===== config.mk =====
export PLATFORM = sky130hd
export DESIGN_NAME = seg_display_mux
export DESIGN_NICKNAME = d
export VERILOG_FILES = /design/src/rtl/display_pkg.sv /design/src/rtl/char_to_seg.sv /design/src/rtl/seg_display_mux.sv
export SDC_FILE = /design/constraint.sdc
export NUM_CORES = 1
export LEC_CHECK = 0
export BUFFER_PORTS_ARGS = -buffer_cell sky130_fd_sc_hd__buf_2
export CORE_MARGIN = 5
export CORE_UTILIZATION = 30
export DETAILED_ROUTE_END_ITERATION = 10
export PLACE_DENSITY = 0.61
export SETUP_SLACK_MARGIN = 0.05
export SLEW_MARGIN = 40
export SYNTH_ARGS = -nofsm -noshare
export SYNTH_HDL_FRONTEND = slang
export SYNTH_HIERARCHICAL = 1
export SYNTH_SLANG_ARGS = --single-unit

===== constraint.sdc =====
create_clock -name clk -period 3.1 [get_ports clk]
set_clock_uncertainty 0.05 [all_clocks]
set_input_delay 0.62 -clock clk [delete_from_list [all_inputs] [get_ports clk]]
set_output_delay 0.62 -clock clk [all_outputs]
set_load 0.05 [all_outputs]

===== src/rtl/display_pkg.sv =====
// Shared constants for the seven-segment display path: active-low glyphs
// for hex 0-F and the four sub-slot encodings of a digit's time slot.
package display_pkg;

    localparam logic [6:0] SEG_0     = 7'b1000000;
    localparam logic [6:0] SEG_1     = 7'b1111001;
    localparam logic [6:0] SEG_2     = 7'b0100100;
    localparam logic [6:0] SEG_3     = 7'b0110000;
    localparam logic [6:0] SEG_4     = 7'b0011001;
    localparam logic [6:0] SEG_5     = 7'b0010010;
    localparam logic [6:0] SEG_6     = 7'b0000010;
    localparam logic [6:0] SEG_7     = 7'b1111000;
    localparam logic [6:0] SEG_8     = 7'b0000000;
    localparam logic [6:0] SEG_9     = 7'b0010000;
    localparam logic [6:0] SEG_A     = 7'b0001000;
    localparam logic [6:0] SEG_B     = 7'b0000011;
    localparam logic [6:0] SEG_C     = 7'b1000110;
    localparam logic [6:0] SEG_D     = 7'b0100001;
    localparam logic [6:0] SEG_E     = 7'b0000110;
    localparam logic [6:0] SEG_F     = 7'b0001110;
    localparam logic [6:0] SEG_BLANK = 7'b1111111;

    // Sub-slot = phase[1:0]; the phase counts down so LOAD comes first.
    typedef enum logic [1:0] {
        SLOT_GUARD = 2'd0,
        SLOT_ON_B  = 2'd1,
        SLOT_ON_A  = 2'd2,
        SLOT_LOAD  = 2'd3
    } slot_e;

endpackage


===== src/rtl/char_to_seg.sv =====
// Combinational hex-to-seven-segment decoder, active-low, bit order {g..a}.
module char_to_seg
    import display_pkg::*;
(
    input  logic [3:0] code_i,
    output logic [6:0] seg_o
);

    always_comb begin
        seg_o = SEG_BLANK;
        case (code_i)
            4'h0: seg_o = SEG_0;
            4'h1: seg_o = SEG_1;
            4'h2: seg_o = SEG_2;
            4'h3: seg_o = SEG_3;
            4'h4: seg_o = SEG_4;
            4'h5: seg_o = SEG_5;
            4'h6: seg_o = SEG_6;
            4'h7: seg_o = SEG_7;
            4'h8: seg_o = SEG_8;
            4'h9: seg_o = SEG_9;
            4'hA: seg_o = SEG_A;
            4'hB: seg_o = SEG_B;
            4'hC: seg_o = SEG_C;
            4'hD: seg_o = SEG_D;
            4'hE: seg_o = SEG_E;
            4'hF: seg_o = SEG_F;
            default: seg_o = SEG_BLANK;
        endcase
    end

endmodule


===== src/rtl/seg_display_mux.sv =====
// Four-digit multiplexed seven-segment driver with guarded slots
// (load, on, on, off) per digit and a once-per-frame tick.
module seg_display_mux
    import display_pkg::*;
#(
    parameter int PRESCALE = 16
) (
    input  logic       clk,
    input  logic       reset,
    input  logic [3:0] c3,
    input  logic [3:0] c2,
    input  logic [3:0] c1,
    input  logic [3:0] c0,
    input  logic       blank,
    output logic [3:0] an,
    output logic [6:0] seg,
    output logic       frame_tick
);

    localparam int PW = (PRESCALE > 1) ? $clog2(PRESCALE) : 1;

    logic [PW-1:0] presc_q, presc_d;
    logic [3:0]    phase_q, phase_d;
    logic [3:0]    an_q, an_d;
    logic [6:0]    seg_q, seg_d;
    logic          ft_q, ft_d;
    logic          tick;
    slot_e         slot_d;
    logic [1:0]    digit_d;
    logic [3:0]    char_sel;
    logic [6:0]    dec_seg;

    assign tick    = (presc_q == PW'(PRESCALE - 1));
    assign presc_d = tick ? '0 : presc_q + 1'b1;
    assign phase_d = tick ? phase_q - 4'd1 : phase_q;

    // Outputs are a function of the phase being entered, so an/seg move
    // on the same edge as the phase with no extra pipeline stage.
    assign slot_d  = slot_e'(phase_d[1:0]);
    assign digit_d = phase_d[3:2];

    always_comb begin
        char_sel = c0;
        case (digit_d)
            2'd3: char_sel = c3;
            2'd2: char_sel = c2;
            2'd1: char_sel = c1;
            default: char_sel = c0;
        endcase
    end

    char_to_seg u_dec (
        .code_i (char_sel),
        .seg_o  (dec_seg)
    );

    always_comb begin
        seg_d = seg_q;
        if (tick && slot_d == SLOT_LOAD) seg_d = dec_seg;
        an_d = 4'b1111;
        if ((slot_d == SLOT_ON_A || slot_d == SLOT_ON_B) && !blank) an_d[digit_d] = 1'b0;
        ft_d = tick && (phase_q == 4'd0);
    end

    always_ff @(posedge clk or negedge reset) begin
        if (!reset) begin
            presc_q <= '0;
            phase_q <= 4'd0;
            an_q    <= 4'b1111;
            seg_q   <= SEG_BLANK;
            ft_q    <= 1'b0;
        end else begin
            presc_q <= presc_d;
            phase_q <= phase_d;
            an_q    <= an_d;
            seg_q   <= seg_d;
            ft_q    <= ft_d;
        end
    end

    assign an         = an_q;
    assign seg        = seg_q;
    assign frame_tick = ft_q;

endmodule


=== After elaboration in Yosys (flattened, before gate mapping) ===
Memory sizes are Yosys's and may differ from the RTL's. A register that Yosys moved wholly into a read port is not among the register bits.
Cells that the tools add are included.
W data, S select, Z words.

* Bitwise logic cells: 1
* $lt $le $gt $ge: 2
* Reduce and logical (&&, ||, !) cells: 8
* Eq/ne operators: 7
* Mux-type cells: 6
* $add $sub $neg: 2

{| class="wikitable"
|+ Operator list
! kind !! count
|-
| $mux W4 || 3
|-
| $pmux W4 S3 || 1
|-
| $eq A2 B2 Y1 const B || 4
|-
| $add A4 B1 Y4 const B || 1
|-
| $eq A2 B1 Y1 const B || 2
|-
| $eq A4 B4 Y1 const B || 1
|-
| $logic_and A1 B1 Y1 || 4
|-
| $logic_not A4 Y1 || 1
|-
| $not A4 Y4 || 1
|-
| $sub A4 B1 Y4 const B || 1
|-
| $lt A2 B3 Y1 const B || 1
|-
| $demux W1 S2 || 1
|-
| $ge A2 B1 Y1 const B || 1
|-
| $logic_not A1 Y1 || 2
|-
| $logic_or A1 B1 Y1 || 1
|-
| $mux W1 || 1
|}

* Memory bits (read-only): 112
* Bits in registers: 13
* Logic and storage cells: 31
* Memories kept: 1
* Output and inout bits: 12

{| class="wikitable"
|+ Memories
! name !! words !! bits a word !! rd ports !! clocked after Yosys merged registers in !! write ports !! RTL line !! source
|-
| (name not given) || 16 || 7 || 1 || 1 || 0 || char_to_seg.sv:11 || <nowiki>case (code_i)</nowiki>
|}

=== Depth between registers and ports, before layout ===
Gate-level depths: netlist (run 1).

* Word-level depth: 8
* Mapped depth: 13

=== Cells and area by module ===
Netlist (run 1), hierarchy kept.

{| class="wikitable"
|+ Modules (own cells, without submodules)
! module !! cells an instance !! area each (um^2) !! times used
|-
| seg_display_mux || 64 || 932.1 || 1
|-
| char_to_seg || 35 || 247.7 || 1
|}

=== Worst setup path after synthesis (run 1) ===
OpenSTA, ideal clock, no wires.

* Kind: register -> register
* Start point: register presc_q[0]
* End point: register seg_q[3], in the netlist seg[3]
* Period minus slack after synthesis: 2807 ps
* Required time: 2968 ps
* Setup slack: 293 ps
* Buffers on the path: 1
* Arrival: 2675 ps
* Cell stages (with the launch flop): 13
* Cells stage by stage: dfrtp_1 ha_1 clkbuf_2 nand3_4 nor4_4 xnor2_2 inv_4 mux4_2 ha_1 or2_2 a21oi_1 a31oi_1 mux2_2

* Word-level cells in the longest chain between the ends: 4

{| class="wikitable"
|+ Ends and longest elaborated chain
! item !! RTL line !! source
|-
| from (decl) || seg_display_mux.sv:22 || <nowiki>logic [PW-1:0] presc_q, presc_d;</nowiki>
|-
| from (signal assigned) || seg_display_mux.sv:73 || <nowiki>presc_q <= presc_d;</nowiki>
|-
| $eq A4 B4 Y1 * || seg_display_mux.sv:33 || <nowiki>assign tick = (presc_q == PW'(PRESCALE - 1));</nowiki>
|-
| $mux W4 * || seg_display_mux.sv:35 || <nowiki>assign phase_d = tick ? phase_q - 4'd1 : phase_q;</nowiki>
|-
| via phase_d[3] || seg_display_mux.sv:23 || <nowiki>logic [3:0] phase_q, phase_d;</nowiki>
|-
| $eq A2 B1 Y1 or $eq A2 B2 Y1 (tied branches) || seg_display_mux.sv:44 || <nowiki>case (digit_d)</nowiki>
|-
| $pmux W4 S3 * || seg_display_mux.sv:44 ||
|-
| via char_sel[0] || seg_display_mux.sv:30 || <nowiki>logic [3:0] char_sel;</nowiki>
|-
| to (decl) || seg_display_mux.sv:25 || <nowiki>logic [6:0] seg_q, seg_d;</nowiki>
|}

The timed path passes the listed nets; every way through them passes the cells marked *.

=== Final worst setup path (run 1) ===
Same ends and word-level chain as after synthesis.

==> results of run 1 <==
synthesized netlist by cell type, drive strengths merged:
cell / instances / area, sq um
o22ai: 2 / 12.5
nor4: 1 / 21.3
a21oi: 2 / 10.0
nor3b: 2 / 15.0
nand2: 11 / 41.3
o21ai: 8 / 40.0
a31oi: 2 / 12.5
ha: 11 / 138
clkbuf: 1 / 5.00
mux4: 4 / 90.1
nand3: 3 / 27.5
dfstp: 11 / 289
a21boi: 1 / 7.51
nand4: 2 / 12.5
nor4b: 1 / 8.76
buf: 3 / 21.3
dfrtp: 9 / 225
xnor2: 2 / 25.0
inv: 8 / 32.5
xor2: 2 / 17.5
o211ai: 1 / 7.51
mux2: 8 / 90.1
nand2b: 1 / 6.26
or2: 1 / 6.26
mux2i: 1 / 10.0
o21a: 1 / 7.51
where the power goes:
part	total [mW]	switching, mW	leakage [nW]	internal [mW]
Combinational	0.0961	0.0616	0.393	0.0345
Clock	0.171	0.0795	0.0228	0.0912
Sequential	0.280	0.00422	0.221	0.276
Total	0.547	0.145	0.638	0.402
what timing repair did:
item,4_1_cts,5_1_grt
setup buffers,0,3
hold buffers,0,0
resized for setup,0,3
endpoints found under the hold margin,0,0
setup endpoints to repair,0,7
worst max-delay path, stage by stage, from the launching register on:
cell and delay (ns):
dfrtp_1 0.42, ha_4 0.21, nand3_4 0.11, nor4_4 0.19, xnor2_2 0.14, inv_4 0.12, mux4_2 0.58, ha_1 0.24
or2_2 0.28, a21oi_1 0.14, a31oi_1 0.06, mux2_2 0.27
registers in the layout, summed over array words and instances, names as in the netlist:
register and cells:
presc_q 4, an 4, seg 7, phase_q 4
frame_tick 1
cell families (layout without fill, tap and decap cells):
logic type                 Yosys count  after routing  share of synthesized area
adders and majority gates           11             11                      0.117
DFF                                 20             20                      0.436
muxes                               13             13                      0.161
buffers and inverters               12             45                     0.0498
xor gates and xnor gates             4              4                     0.0361
AOI/OAI and AO/OA                   17             17                     0.0827
and+or+nand+nor                     22             22                      0.118
per-layer routing:
layer,wire (um),global-route usage
met4,27,0.0307
met3,182,0.0427
met1,1040,0.120
met2,1100,0.140
met5,0,0
per-stage QoR:
stage,utilization,hold WS (ns),area (sq um)
2_1_floorplan,-,0.274,1180
3_3_place_gp,0.364,0.409,1360
3_5_place_dp,0.364,0.423,1360
4_1_cts,0.376,0.259,1410
5_1_grt,0.388,0.266,1450
6_report,0.388,0.247,1450
final cells by class:
type,instances,share of cell area
repair buffers,33,0.119
inverters,8,0.0224
flip-flops and latches,20,0.354
well taps,48,0.0414
multi-input cells,67,0.432
clock buffers,4,0.0310
how the worst max path moves through the flow:
stage | from | end | slack [ns] | cells after the start
6_report | presc_q[0] | seg[3] | 0.22 | 11
3_5_place_dp | presc_q[0] | seg[3] | 0.09 | 11
5_1_grt | presc_q[0] | seg[3] | 0.03 | 11
4_1_cts | presc_q[0] | seg[3] | 0.07 | 11
3_3_place_gp | presc_q[0] | seg[3] | 0.17 | 11
2_1_floorplan | presc_q[0] | seg[3] | 0.29 | 12
==> impl_results.md, run 1 <==
- Status: completed
- Fin worst setup slack: about 0.22 ns
- Layout cells sized above 1: 0.500
- Layout Nets: around 160
- H-tree depth: 1
- Antenna cells: 0
- Rows: 22
- Die area: about 5300 sq um
- Post-Synthesis Mean Instance Area: around 12 sq um
- DR DRC count: 0
- Initial core utilization: 0.315
- Seq cells post-synth: 20
- Initial antenna violation count: 0
- DRT Wirelength: 2350 um
- Hold Fails Final Rpt: 0
- Tot Pwr: about 550 uW
- Num CTS Buffers: 3
- DR pass1 iterations: 4
- Setup TNS: 0 ns
- Multi-input combinational cell area: between 600 and 700 sq um
- FILL cells: about 380
- Fin crit share: 0.928
- Fmax: about 0.35 GHz
- FF-to-FF End: seg[3]
- Post-synthesis instance area: roughly 1200 sq um
- Core area: ~3700 sq um
- TritonCTS clock tree: yes
- Final min period: approximately 2.9 ns
- Hold Path Class: input port to async pin
- Setup slack, reg-to-reg: about 0.22 ns
- Clk_lat worst skew: around 0.25 ns
- Clock sink count: 20
- First-pass GRT wire length: 3860 um
- Worst-path maximum fanout: 7
- Worst Path Class, Setup: flip-flop to flip-flop
- Most frequent cells in the layout: buf_2 (30), nand2_1 (11), dfstp_2 (11), ha_1 (10), dfrtp_1 (9)
- Worst R2R Path Depth: 11
- DR WL/cell: between 10 and 15 um
- Maximum resistive drop on vdd: ~260 uV
- Cell variety after synth: 31
- DRT iter0 DRCs: 30
- Startpoint Class: flip-flop
- Vias in the first global route: 840
- Max-cap violation count: 0
- Syn nets: 129
- WP data arrival: ~3.0 ns
- Largest net degree at the start of global routing: 21
- Non-Filler Instances: 180
- Max Root-Sink Buffers: 2
- Register area: 514 sq um
- DP Wirelength: about 1900 um
- Worst reg2reg path startpoint: presc_q[0]
- Commonest non-fill, non-tap cell in the layout: buf_2
- Area Overhead vs Synth: 23.0%
- Syn Inst Count: 99
- RSZ-0062 raised after global routing: no
- Slew @ Worst Pin: around 0.43 ns
- PD cells: about 380 nW/um^2
- I/O Pins: 31
- Port Buffers: 30
- Clk slew on worst S/H paths: about 0.07 ns
- Die Y-Extent: just over 70 um
- Final setup viols: 0
- DIE WIDTH: 72.7 um
- Grt ovf: 0
- Placed cell count: ~170
- Overall global routing resource usage: 0.0937
- Final GP Congestion: just under 0.8
- Post-place setup slack: about 0.085 ns
- Pleak: between 0.6 and 0.7 nW
- Via density: about 4.6
- Syn. warnings: 6
- Sequential cell area fraction in the yosys report: 0.436
- Fin. max-slew vios: 0
- Root Buffer: clkbuf_8
- Vias: a little over 800
- Relative slew margins: 0.716
- Data required, critical path: between 3 and 4 ns
- Post-route ant nets: 0
- Critical Path Sink Type: flip-flop
Note: power is estimated with default switching activity, not from simulation.
==> run 2, diff against run 1 <==
- GPL_TIMING_DRIVEN: default -> 0
==> run 2 against run 1 <==
  * Design area grew 3.9%
  * Via count grew 8.7%
  * Register-to-register slack got worse by 0.10 ns
  * Total power rose by 0.91%
  * Count of clock-buffer cells in the layout stayed put
  * Die area did not move
  * Final cell count is 4.4% higher
  * Worst setup slack got worse by 0.10 ns
  * First-iteration DRC count decreased by 47%
  * Sequential cell count stayed put
  * Worst hold slack got worse by 0.00093 ns
  * Critical path type unchanged
  * Critical endpoint unchanged
  * Largest power group unchanged
  * Highest routed layer unchanged
==> impl_results.md, run 2 (same netlist as run 1, synthesis figures left out) <==
- Status: completed
- Core area: 3740 sq um (unchanged)
- Fin. max-slew vios: 0 (unchanged)
- Overall global routing resource usage: 0.0956 (+0.00192)
- DIE WIDTH: 72.7 um (unchanged)
- Layout cells sized above 1: 0.557 (+0.0571)
- Die Y-Extent: 72.7 um (unchanged)
- Hold Fails Final Rpt: 0 (unchanged)
- Clk_lat worst skew: 0.25 ns (about the same)
- DR DRC count: 0 (unchanged)
- Layout Nets: 171 (+4.9%)
- Final GP Congestion: 0.722 (-8.3%)
- Most frequent cells in the layout: buf_2 (32), dfstp_2 (11), nand2_1 (10), dfrtp_1 (9)
- TritonCTS clock tree: yes
- FILL cells: 385 (+2.7%)
- Worst-path maximum fanout: 6 (-1)
- Hold Path Class: input port to async pin
- Setup TNS: 0 ns (unchanged)
- DR WL/cell: 13.1 um (+0.47%)
- Vias: 903 (+8.7%)
- Area Overhead vs Synth: 27.8%
- Num CTS Buffers: 3 (unchanged)
- Initial core utilization: 0.315 (unchanged)
- Cts-stage hold buffer count: 0 (unchanged)
- Die area: 5290 sq um (unchanged)
- Tot Pwr: 552 uW (+0.91%)
- H-tree depth: 1 (unchanged)
- Clock sink count: 20 (unchanged)
- RSZ-0062 raised after global routing: yes
- First-pass GRT wire length: 4040 um (+4.6%)
- DR pass1 iterations: 4 (unchanged)
- Via density: 4.80 (+4.0%)
- Worst R2R Path Depth: 12 (+1)
- Root Buffer: clkbuf_8
- Slew @ Worst Pin: 0.587 ns (+0.160 ns)
- FF-to-FF End: seg[3]
- Final setup viols: 0 (unchanged)
- Setup slack, reg-to-reg: 0.12 ns (-0.10 ns)
- Fin crit share: 0.960 (+0.0323)
- Startpoint Class: flip-flop
- Fmax: 0.336 GHz (-3.4%)
- Relative slew margins: 0.607 (-0.108)
- Antenna cells: 0 (unchanged)
- Largest register FFs: 7 (unchanged)
- Non-Filler Instances: 188 (+4.4%)
- Max-cap violation count: 0 (unchanged)
- Initial antenna violation count: 0 (unchanged)
- DRT iter0 DRCs: 16 (-47%)
- I/O Pins: 31 (unchanged)
- Clk slew on worst S/H paths: 0.07 ns (about the same)
- Final min period: 2.98 ns (+0.100 ns)
- Worst Path Class, Setup: flip-flop to flip-flop
- Max Root-Sink Buffers: 2 (unchanged)
- DRT Wirelength: 2470 um (+4.9%)
- Data required, critical path: 3.24 ns (about the same)
- Worst reg2reg path startpoint: presc_q[1]
- Placed cell count: 177 (+2.3%)
- Critical Path Sink Type: flip-flop
- Grt ovf: 0 (unchanged)
- Vias in the first global route: 907 (+8.0%)
- Port Buffers: 30 (unchanged)
- PD cells: 366 nW/um^2 (-2.9%)
- Post-route ant nets: 0 (unchanged)
- Largest net degree at the start of global routing: 21 (unchanged)
- Rows: 22 (unchanged)
- WP data arrival: 3.11 ns (+0.10 ns)
- Commonest non-fill, non-tap cell in the layout: buf_2
- DP Wirelength: 1980 um (+6.8%)
- Maximum resistive drop on vdd: 324 uV (+27%)
- Pleak: 0.670 nW (+5.0%)
-- run 2: worst max-delay path by stage --
stage                     slack (ns)       start      to  cells past startpoint
after global placement          0.11  presc_q[0]  seg[3]                     12
after floorplan                 0.29  presc_q[0]  seg[3]                     12
after detailed placement        0.05  presc_q[0]  seg[3]                     12
final                           0.12  presc_q[1]  seg[3]                     12
after CTS                       0.06  presc_q[0]  seg[3]                     12
after global routing           0.006  presc_q[1]  seg[3]                     12
-- run 2: area by class of cell --
| class | count | area (sq um) | area share |
|---|---|---|---|
| multi-input cells | 67 | 621 | 0.412 |
| well taps | 48 | 60.1 | 0.0398 |
| inverters | 8 | 32.5 | 0.0216 |
| flip-flops and latches | 20 | 514 | 0.341 |
| repair buffers | 37 | 203 | 0.134 |
| clock buffers | 4 | 45.0 | 0.0299 |
| plain buffers | 4 | 32.5 | 0.0216 |
-- run 2: per-layer routing --
metal | track usage | share of wire | vias to the layer above
met1 | 0.124 | 0.46 | 434
met3 | 0.0386 | 0.067 | 2
met2 | 0.150 | 0.47 | 33
li1 | - | - | 434
met4 | 0.0184 | 0.0093 | 0
met5 | 0 | 0 | -
-- run 2: repair_timing --
action,4_1_cts,5_1_grt
pin swaps,0,3
setup buffers,2,5
gates resized for setup,0,10
setup endpoints to repair,1,4
-- run 2: worst max-delay path, cell delays in order, from the launching register on --
cell and delay, ns:
dfrtp_1 0.39, ha_2 0.19, buf_6 0.12, nand3_4 0.10, nor4_4 0.28, xnor2_2 0.16
inv_4 0.11, mux4_2 0.55, ha_2 0.21, or2_2 0.29, a21oi_2 0.14, a31oi_1 0.06
mux2_2 0.27
-- run 2: report_power, final --
| part | total (mW) | leakage [nW] | switching, mW | internal [mW] |
|---|---|---|---|---|
| clock | 0.170 | 0.0228 | 0.0786 | 0.0913 |
| combinational | 0.102 | 0.426 | 0.0640 | 0.0376 |
| sequential | 0.280 | 0.221 | 0.00436 | 0.276 |
| total | 0.552 | 0.670 | 0.147 | 0.405 |
-- run 2: stage by stage --
stage               setup WS (ns)  utilization  hold slack (ns)  cell area [sq um]
detailed placement         0.0474        0.371            0.431               1390
global route              0.00581        0.403            0.282               1510
CTS                        0.0644        0.387            0.257               1450
floorplan                   0.293            -            0.274               1180
finish                      0.125        0.403            0.246               1510
global placement            0.111        0.371            0.412               1390
==> run 3, diff against run 2 <==
- ABC_AREA: default -> 1
==> run 3 against run 2 <==
  * Worst setup slack improved by 0.33 ns
  * Final cell count rose by 21%
  * Largest cell class unchanged
  * Via count increased by 15%
  * Design area up 3.3%
  * Total power is 15% higher
  * Synthesized cell count increased by 44%
  * Count of clock-buffer cells in the layout fell by 1
  * Non-clock buffer count fell by 7
  * Sequential share of layout area decreased by 1.1 points
  * Core utilization down 1.9 points
  * Largest power group unchanged
==> impl_results.md, run 3 <==
- RSZ-0062 raised after global routing: no
- Area Overhead vs Synth: 22.3%
- H-tree depth: 1 (unchanged)
- Switching power share of the total: 0.244 (-0.0224)
- Clock Power Share: 0.406 (+0.098)
- Max-cap violation count: 0 (unchanged)
- Core area: 4060 sq um (+8.4%)
- Worst Path Class, Setup: flip-flop to flip-flop
- Post-Synthesis Mean Instance Area: 8.91 sq um (-25%)
- DRT Wirelength: 2590 um (+5.2%)
- Clock sink count: 20 (unchanged)
- Post-CTS Setup Inserts: 0 (-2)
- Post-synthesis async set-or-reset flop share: 1.00 (unchanged)
- WP data arrival: 2.78 ns (-0.33 ns)
- DIE WIDTH: 75.2 um (+3.4%)
- Initial core utilization: 0.314 (-0.00127)
- Synth top area cells: dfstp_2 (23%), dfrtp_1 (18%), ha_1 (11%), nand2_1 (11%), nand3_1 (7.5%)
- Data required, critical path: 3.23 ns (about the same)
- Via density: 4.56 (-5.1%)
- Largest net degree at the start of global routing: 21 (unchanged)
- Commonest cells post-synth: nand2_1 (36), nand3_1 (19), inv_1 (15), dfstp_2 (11), ha_1 (11)
- Final setup viols: 0 (unchanged)
- Number of flops mapped to enable cells by yosys: 0 (unchanged)
- Maximum resistive drop on vdd: 151 uV (-53%)
- DR WL/cell: 11.4 um (-13%)
- Post-synthesis instance area: 1270 sq um (+8.0%)
- Max incr delay on CP: 0.37 ns (-0.18 ns)
- Sequential cell area fraction in the yosys report: 0.404 (-0.0321)
- Final GP Congestion: 0.806 (+12%)
- Count leader, synth: nand2_1
- Layout cells sized above 1: 0.379 (-0.179)
- DRT iter0 DRCs: 59 (+43)
- Port Buffers: 30 (unchanged)
- Antenna cells: 0 (unchanged)
- Critical Path Most Common Cell: nand2_1
- Final instance area: 1560 sq um (+3.3%)
- Num CTS Buffers: 3 (unchanged)
- Combinational share of power: 0.154 (-0.030)
- Vias in the first global route: 989 (+9.0%)
- Metal1 wirelength: 1220 um (+8.9%)
- DR pass1 iterations: 4 (unchanged)
- Final min period: 2.65 ns (-0.328 ns)
- DR DRC count: 0 (unchanged)
- Syn nets: 173 (+34%)
- Status: completed
- Fraction of power consumed by sequential logic: 0.440 (-0.068)
- Clk_lat worst skew: 0.26 ns (about the same)
- Fin crit share: 0.854 (-0.106)
- Crit-path cells: ha_1 -> nand3_4 -> o21bai_4 -> nand2_4 -> nor2_2 -> nand2_1 -> nand4_1 -> inv_1 -> ha_1 -> inv_1 -> nand2_1 -> nand2_1 -> nand2_1 -> nand2_1 -> mux2_2
- Commonest non-fill, non-tap cell in the layout: nand2_1
- Hold Path Class: input port to async pin
- Layout Nets: 208 (+22%)
- Rows: 23 (+4.5%)
- Pleak: 0.809 nW (+21%)
- Routed wire length on met2: 1190 um (+3.0%)
- Setup slack, reg-to-reg: 0.45 ns (+0.33 ns)
- Cts-stage hold buffer count: 0 (unchanged)
- Die Y-Extent: 75.2 um (+3.4%)
- Slew @ Worst Pin: 0.436 ns (-0.151 ns)
- Startpoint Class: flip-flop
- Cell variety after synth: 23 (-26%)
- DP Wirelength: 2070 um (+4.2%)
- Hold Fails Final Rpt: 0 (unchanged)
- Critical Path Sink Type: flip-flop
- Top_reg_cell synth: dfstp_2
- Relative slew margins: 0.710 (+0.102)
- Highest metal used: met4
- Root Buffer: clkbuf_8
- Sw Pwr: 155 uW (+5.3%)
- Most frequent cells in the layout: nand2_1 (36), buf_2 (31), nand3_1 (19), inv_1 (15)
- Setup TNS: 0 ns (unchanged)
- I/O Pins: 31 (unchanged)
- Vias: 1035 (+15%)
- Die area: 5650 sq um (+6.8%)
- Max Root-Sink Buffers: 2 (unchanged)
- Fin. max-slew vios: 0 (unchanged)
- Overall global routing resource usage: 0.103 (+0.00749)
- Grt ovf: 0 (unchanged)
- Slowest CP cell: dfrtp_1
- P_int: 480 uW (+19%)
- Yosys top cell area share: 0.227 (-0.0180)
- # resized after CTS: 0 (unchanged)
- Syn Inst Count: 143 (+44%)
- Seq cells post-synth: 20 (unchanged)
- PD cells: 407 nW/um^2 (+11%)
- Post-synth top area cell: dfstp_2
- First-pass GRT wire length: 4530 um (+12%)
- Initial antenna violation count: 0 (unchanged)
- TritonCTS clock tree: yes
- Post-route ant nets: 0 (unchanged)
- Placed Area: 1490 sq um (+6.9%)
- Worst-path maximum fanout: 7 (+1)
- Syn. warnings: 6 (unchanged)
- Fmax: 0.378 GHz (+12%)
- Clk slew on worst S/H paths: 0.08 ns (about the same)
- Largest register FFs: 7 (unchanged)
- Detailed-routed wire length on met3: 133 um (-20%)
-- run 3: cell count changes after synthesis, sizes merged, moves of 4 or more --
cell   before  now
inv         8   17
nor2        0    5
nand3       3   20
nand4       2    9
nand2      11   40
o21ai       8    4
mux4        4    0
-- run 3: kinds of logic after synthesis --
logic type / after synthesis / share of synthesized area
AND/OR/NAND/NOR: 76 / 0.295
buffers and inverters: 21 / 0.0805
XOR/XNOR: 3 / 0.0206
flip-flops: 20 / 0.404
AO/OA/AOI/OAI: 5 / 0.0304
adder cells (fa/ha/maj): 11 / 0.108
multiplexers: 7 / 0.0619
-- run 3: metal layers --
metal  track usage  vias up
met3        0.0134        5
met2         0.159       30
li1              -      535
met1         0.141      465
met4        0.0524        0
met5             0        -
-- run 3: critical path: cells and delay by family (launching register included) --
family	cells	cell delay, ns
AO/OA/AOI/OAI	1	0.26
multiplexers	1	0.25
buffers and inverters	2	0.19
adder cells (fa/ha/maj)	2	0.56
AND/OR/NAND/NOR	9	0.90
flip-flops	1	0.37
-- run 3: metrics by stage --
step | cells | setup WS, ns | power [mW] | hold WS (ns) | utilization
2_1_floorplan | 143 | 0.758 | 0.351 | 0.274 | -
3_3_place_gp | 223 | 0.467 | 0.383 | 0.437 | 0.366
3_5_place_dp | 223 | 0.436 | 0.383 | 0.442 | 0.366
4_1_cts | 227 | 0.416 | 0.645 | 0.247 | 0.384
5_1_grt | 227 | 0.211 | 0.669 | 0.270 | 0.384
6_report | 227 | 0.453 | 0.635 | 0.237 | 0.384
-- run 3: power groups by stage --
| stage | clock (mW) | sequential (mW) | combinational, mW |
|---|---|---|---|
| floorplan | 0 | 0.315 | 0.0361 |
| global placement | 0 | 0.284 | 0.0987 |
| detailed placement | 0 | 0.284 | 0.0991 |
| CTS | 0.267 | 0.279 | 0.0992 |
| global route | 0.280 | 0.280 | 0.109 |
| finish | 0.258 | 0.279 | 0.0977 |
-- run 3: final cells by class --
cell class / instances / area (sq um)
Fill cell: 412 / 2500
Clock inverter: 1 / 30.0
Buffer: 4 / 38.8
Clock buffer: 3 / 41.3
Multi-Input combinational cell: 102 / 657
Sequential cell: 20 / 514
Inverter: 17 / 63.8
Tap cell: 50 / 62.6
Timing Repair Buffer: 30 / 150
-- run 3: path summary, 6_finish.rpt --
check                           start  cells past startpoint         end
setup / recovery           presc_q[0]                     15      seg[3]
hold / removal                  reset                      1  frame_tick
setup reg to reg           presc_q[0]                     15      seg[3]
hold reg to reg            presc_q[1]                      1  presc_q[1]
max in group asynchronous       reset                      1      seg[6]
min in group clk           presc_q[1]                      1  presc_q[1]
